**src/rtl/imager_counter_pkg.sv**
```systemverilog
// Shared constants and count type for the imager sample/pixel index counter.
package imager_counter_pkg;

  localparam int unsigned IMG_CNT_WIDTH = 8;

  typedef logic [IMG_CNT_WIDTH-1:0] img_cnt_t;

endpackage : imager_counter_pkg

```
**src/rtl/imager_up_counter.sv**
```systemverilog
// Enable-gated up counter wrapping at MAX_COUNT, with a one-cycle wrap pulse.
// Defining UP_COUNTER_LOAD_EN adds a synchronous load port pair (load, load_value).
module imager_up_counter
  import imager_counter_pkg::*;
#(
  parameter int unsigned WIDTH     = IMG_CNT_WIDTH,
  parameter int unsigned MAX_COUNT = int'((64'(1) << WIDTH) - 64'(1))
) (
  input  logic             clk,
  input  logic             reset,
  input  logic             enable,
  input  logic             clear,
`ifdef UP_COUNTER_LOAD_EN
  input  logic             load,
  input  logic [WIDTH-1:0] load_value,
`endif
  output logic [WIDTH-1:0] out,
  output logic             wrap
);

  localparam logic [WIDTH-1:0] MAX_VAL  = WIDTH'(MAX_COUNT);
  localparam logic [WIDTH:0]   WRAP_VAL = {1'b0, MAX_VAL} + {{WIDTH{1'b0}}, 1'b1};

  // A zero terminal count would hold wrap high forever, so refuse to build it.
  if (WIDTH < 1 || WIDTH > 31) begin : g_badWidth
    $error("imager_up_counter: WIDTH must be in 1..31");
  end
  if (MAX_COUNT < 1 || 64'(MAX_COUNT) > ((64'(1) << WIDTH) - 64'(1))) begin : g_badMax
    $error("imager_up_counter: MAX_COUNT must be in 1..2**WIDTH-1");
  end

  logic [WIDTH-1:0] r_out;
  logic             r_wrap;
  logic [WIDTH:0]   w_inc;
  logic             w_atMax;
  logic [WIDTH-1:0] w_nextOut;
  logic             w_nextWrap;

  assign w_inc   = {1'b0, r_out} + {{WIDTH{1'b0}}, 1'b1};
  assign w_atMax = (w_inc == WRAP_VAL);

  always_comb begin
    w_nextOut  = r_out;
    w_nextWrap = 1'b0;
    if (clear) begin
      w_nextOut = '0;
    end
`ifdef UP_COUNTER_LOAD_EN
    else if (load) begin
      w_nextOut = (load_value > MAX_VAL) ? MAX_VAL : load_value;
    end
`endif
    else if (enable) begin
      if (w_atMax) begin
        w_nextOut  = '0;
        w_nextWrap = 1'b1;
      end else begin
        w_nextOut = w_inc[WIDTH-1:0];
      end
    end
  end

  always_ff @(posedge clk or negedge reset) begin
    if (!reset) begin
      r_out  <= '0;
      r_wrap <= 1'b0;
    end else begin
      r_out  <= w_nextOut;
      r_wrap <= w_nextWrap;
    end
  end

  assign out  = r_out;
  assign wrap = r_wrap;

endmodule : imager_up_counter

```
**config.mk**
```make
export PLATFORM = sky130hd
export DESIGN_NAME = imager_up_counter
export DESIGN_NICKNAME = d
export VERILOG_FILES = /design/src/rtl/imager_counter_pkg.sv /design/src/rtl/imager_up_counter.sv
export SDC_FILE = /design/constraint.sdc
export NUM_CORES = 1
export LEC_CHECK = 0
export BUFFER_PORTS_ARGS = -buffer_cell sky130_fd_sc_hd__buf_2
export CORE_AREA = 4 4 41 43
export CTS_BUF_LIST = sky130_fd_sc_hd__clkbuf_8
export CTS_CLUSTER_SIZE = 25
export DETAILED_ROUTE_END_ITERATION = 8
export DIE_AREA = 0 0 45 47
export PLACE_DENSITY_LB_ADDON = 0.1
export SKIP_LAST_GASP = 1
export SYNTH_ARGS = -nofsm -noshare
export SYNTH_HDL_FRONTEND = slang
export SYNTH_SLANG_ARGS = --single-unit
```
**constraint.sdc**
```tcl
create_clock -name clk -period 2.9 [get_ports clk]
set_input_delay 0.58 -clock clk [delete_from_list [all_inputs] [get_ports clk]]
set_output_delay 0.58 -clock clk [all_outputs]
set_load 0.05 [all_outputs]
```
-- Word level (Yosys, flattened, before mapping)
Cells that the tools add are included.
- $add $sub $neg: 1
- $mul: 0
- divide/modulo/power cells: 0
- magnitude comparators: 0
- equality and inequality tests: 1
- shifts and indexed selects: 0
- mux-type cells: 6
- bitwise operators: 0
- reduce and logical (&&, ||, !) cells: 1
- operator list (operator ; count):
    8-bit two-way mux ; 3
    8-bit by 1-bit adder with 9-bit output (second input constant) ; 1
    9-bit equality test (second input constant) ; 1
    1-bit two-way mux ; 3
    2-bit nonzero test ; 1
- bits in registers: 9
- bits in latches: 0
- bits in writable memories: 0
- ROM bits: 0
- input bits: 4
- memories kept: 0

-- Depth between registers and ports, before layout
- depth in word-level cells: 5
- gate-level depth with buffers: 4
- mapped depth without buffers: 4

-- Worst setup path before layout
Ideal clock, no wire load.
- path kind: flip-flop to flip-flop
- start point: register r_out[0] (netlist: out[0])
- end point: register r_out[6] (netlist: out[6])
- data arrival time: 1.497 ns
- slack: 1.276 ns
- stages on the path, launching flop included: 5
- clock period less this slack: 1.624 ns
- cells stage by stage: dfrtp_1 > ha_1 > nand2_1 > nor2_1 > mux2_1
- longest elaborated chain between the ends: 5
- ends and longest elaborated chain (what ; line ; RTL):
    from (decl) ; imager_up_counter.sv:32 ; logic [WIDTH-1:0] r_out;
    from (signal assigned) ; imager_up_counter.sv:68 ; r_out <= w_nextOut;
    8-bit by 1-bit adder with 9-bit output * ; imager_up_counter.sv:39 ; assign w_inc = {1'b0, r_out} + {{WIDTH{1'b0}}, 1'b1};
    9-bit equality test ; imager_up_counter.sv:40 ; assign w_atMax = (w_inc == WRAP_VAL);
    8-bit two-way mux * ; imager_up_counter.sv:54 ; if (w_atMax) begin
    8-bit two-way mux * ; imager_up_counter.sv:53 ; else if (enable) begin
    8-bit two-way mux * ; imager_up_counter.sv:45 ; if (clear) begin
Mark *: on every way between the ends. The rest lies on a longest branch, timed or not. The select of a mux whose other input is x is not followed.
A chain may end at the register's enable or synchronous reset.

-- Worst setup path after layout
- start point: register r_out[0] (netlist: out[0])
- end point: output port out[0]
- RTL lines (what ; line ; RTL):
    to (decl) ; imager_up_counter.sv:17 ; output logic [WIDTH-1:0] out,
No word-level cell between the ends.

==> results.ini <==
[worst_setup_path]
worst_ep_arrival_time_ns=1.01
worstSetupStartpointType=flop
path_buf_inv=1
crit_path_cell_trace=buf_2
critical_path_class=reg -> out
worst_setup_path_end_kind=primary output
critical_path_required_ns=2.32
max_stage_delay_ns=0.47
setup.reg_to_reg.worst_slack_ns=1.49
timing.critical_path.max_delay_family=flip-flops
worst_path_max_delay_cell=dfrtp_1
crit_fanout=6

[clock_tree]
numCtsBuffers=3
cts_setup_buffers=0
clkTransAtPathRegs_ns=0.04
cts_resized=0
cts_tree=done
ctsRootBufferMaster=clkbuf_8
max_clock_buf_depth=2
clock_sink_count=9
cts_hold_buffers=0
clkLatencyLatePin_ns=0.23
cts_htree_levels=1

[logic_synthesis]
netlist_top_cells_area=dfrtp_1 (49%), xor2_1 (7.6%), nor2_1 (7.3%)
synth-seq-cells=9
netlist-cell-type-count=19
synth_top_family_by_area=simple AND/OR/NAND/NOR gates
asyncSetResetFlopFracSynth_pct=100
ys_seq_area_share_pct=48.6
synth-warning-count=0
synth_compound_gate_area_share_pct=2.16
avgSynthCellArea_sq_um=10.3
synth_enable_flop_cells=0
post_synth_simple_gate_area_pct=24.1
synth_top_flop_cell=dfrtp_1
yosys.area.top_type=dfrtp_1
post_synth_xor_area_fraction_pct=9.46
synthTopCellsByCount=dfrtp_1 (9), nor2_1 (9), xor2_1 (4)
syn_inst=45
muxShareOfSynthArea_pct=7.03
synth_fp_nets=51
syn-cell-area_sq_um=463
post_synth_fa_ha_maj_area_fraction_pct=5.41
yosys.area.top_type_share_pct=48.6

[power]
combPwrFrac_pct=9.7
internal_power_uw=229
post_layout_total_power_uw=304
cellPowerDensity_nw_per_um2=528
p_switching_uw=75.2
power_switching_share_pct=24.7
clock_power_share_pct=46.1
static-leakage-power_nw=0.295
ir_worst_vdd_uv=265
seq_power_share_pct=44.3

[floorplanning]
die_height_microns=47
die_area_sq_um=2120
ios=13
core-area_sq_um=1300
starting_density_pct=35.6
die_x_microns=45
row_count=13

[detailed_routing]
route.vias.total=372
route.detailed.wl_per_inst_microns=13.4
topRoutingLayerUsed=met4
drc=0
route.layer.met1.wl_microns=475
avgViaCountPerCell=5.03
detail_route.first_pass.iterations=4
antenna_left=0
wirelength_microns=994
dr_wl_met3_microns=69
drtIter0Drc=6
route.met2.wl_microns=422

[timing]
worstMarginPinSlew_ns=0.253
max_slew_margin_pct=83.3
grt_setup_unrepaired=no
setup_viol=0
final.min_clock_period_ns=1.59
post-route-period-util_pct=54.8
achievable-frequency_ghz=0.629
timing.final.max_slew_violations=0
finalHoldViolations=0
clock_skew_ns=0.000822
final.setup.tns_ns=0

[final_layout]
num_antenna_cells=0
layout.cells.non_filler=74
post_route_cells_drive_above_1_share_pct=28.8
layout.core_utilization_pct=44.2
nets=66
flow.area_growth_from_synthesis_pct=24.3

[grt]
grt_pass1_vias=365
pin_count_of_the_biggest_net_entering_global_routing=11
grt.overflow.total=0
gr_util_all_layers_pct=11.5
antenna_violations_before_repair=0
global_route_wire_length_before_repair_mm=1.66

[place]
place.port_buffers=12
dp_cells=70
gp_congestion=0.674
place.detailed.hpwl_microns=729

[status]
result_of_the_run=finished clean

[worst_hold_path]
worst_hold_path_type=in -> async

[job]
drv.max_cap_violation_count=0

-- registers in the layout, summed over array words and instances (netlist names) --
| signal | cells |
|---|---|
| out | 8 |
| wrap | 1 |
-- area by class of cell --
class / count / area (sq um)
well taps: 15 / 18.8
clock buffers: 3 / 41.3
inverters: 1 / 3.75
clock inverters: 1 / 3.75
fillers: 146 / 726
flip-flops and latches: 9 / 225
multi-input cells: 33 / 223
repair buffers: 12 / 60.1
-- cells in the final DEF, fill, tap and decap left out, types with 2 or more instances in the layout --
master	netlist	layout
nand4_1	3	3
nand3_2	2	2
nor2_1	9	9
mux2_1	2	2
buf_2	0	12
inv_1	1	2
clkbuf_8	0	3
xor2_1	4	4
nand2_1	3	3
ha_1	2	2
dfrtp_1	9	9
-- cell families after synthesis --
kind of cell | count (synthesis)
and+or+nand+nor | 21
DFF | 9
xor gates and xnor gates | 5
buffers and inverters | 3
muxes | 3
AOI/OAI and AO/OA | 2
adders and majority gates | 2
-- power by group through the flow --
stage	registers, mW	clock network (mW)	logic (mW)
after floorplan	0.146	0	0.0108
after global placement	0.136	0	0.0295
after detailed placement	0.136	0	0.0300
after CTS	0.135	0.144	0.0301
after global routing	0.136	0.154	0.0329
final	0.135	0.140	0.0294
-- layer usage --
layer / vias up / track usage, %
li1: 179 / -
met1: 176 / 14.2
met2: 13 / 16.4
met3: 4 / 3.83
met4: 0 / 8.77
met5: - / 0
-- per-stage QoR --
stage	setup slack (ns)	hold WS [ns]	instance area [sq um]
after floorplan	1.28	0.284	463
after detailed placement	1.33	0.445	531
after global placement	1.36	0.444	531
after CTS	1.31	0.205	576
final	1.31	0.198	576
after global routing	1.25	0.206	576
-- final timing paths --
| check | startpoint | end | cells after the start |
|---|---|---|---|
| max | out[0]$_DFFE_PN0P_ | out[0] | 1 |
| min | reset | wrap$_DFF_PN0_ | 1 |
| max reg2reg | out[0]$_DFFE_PN0P_ | out[6]$_DFFE_PN0P_ | 4 |
| min reg2reg | out[5]$_DFFE_PN0P_ | out[5]$_DFFE_PN0P_ | 2 |
| max in group asynchronous | reset | out[2]$_DFFE_PN0P_ | 1 |
| min in group clk | out[5]$_DFFE_PN0P_ | out[5]$_DFFE_PN0P_ | 2 |
(Power assumes the default switching activity.)
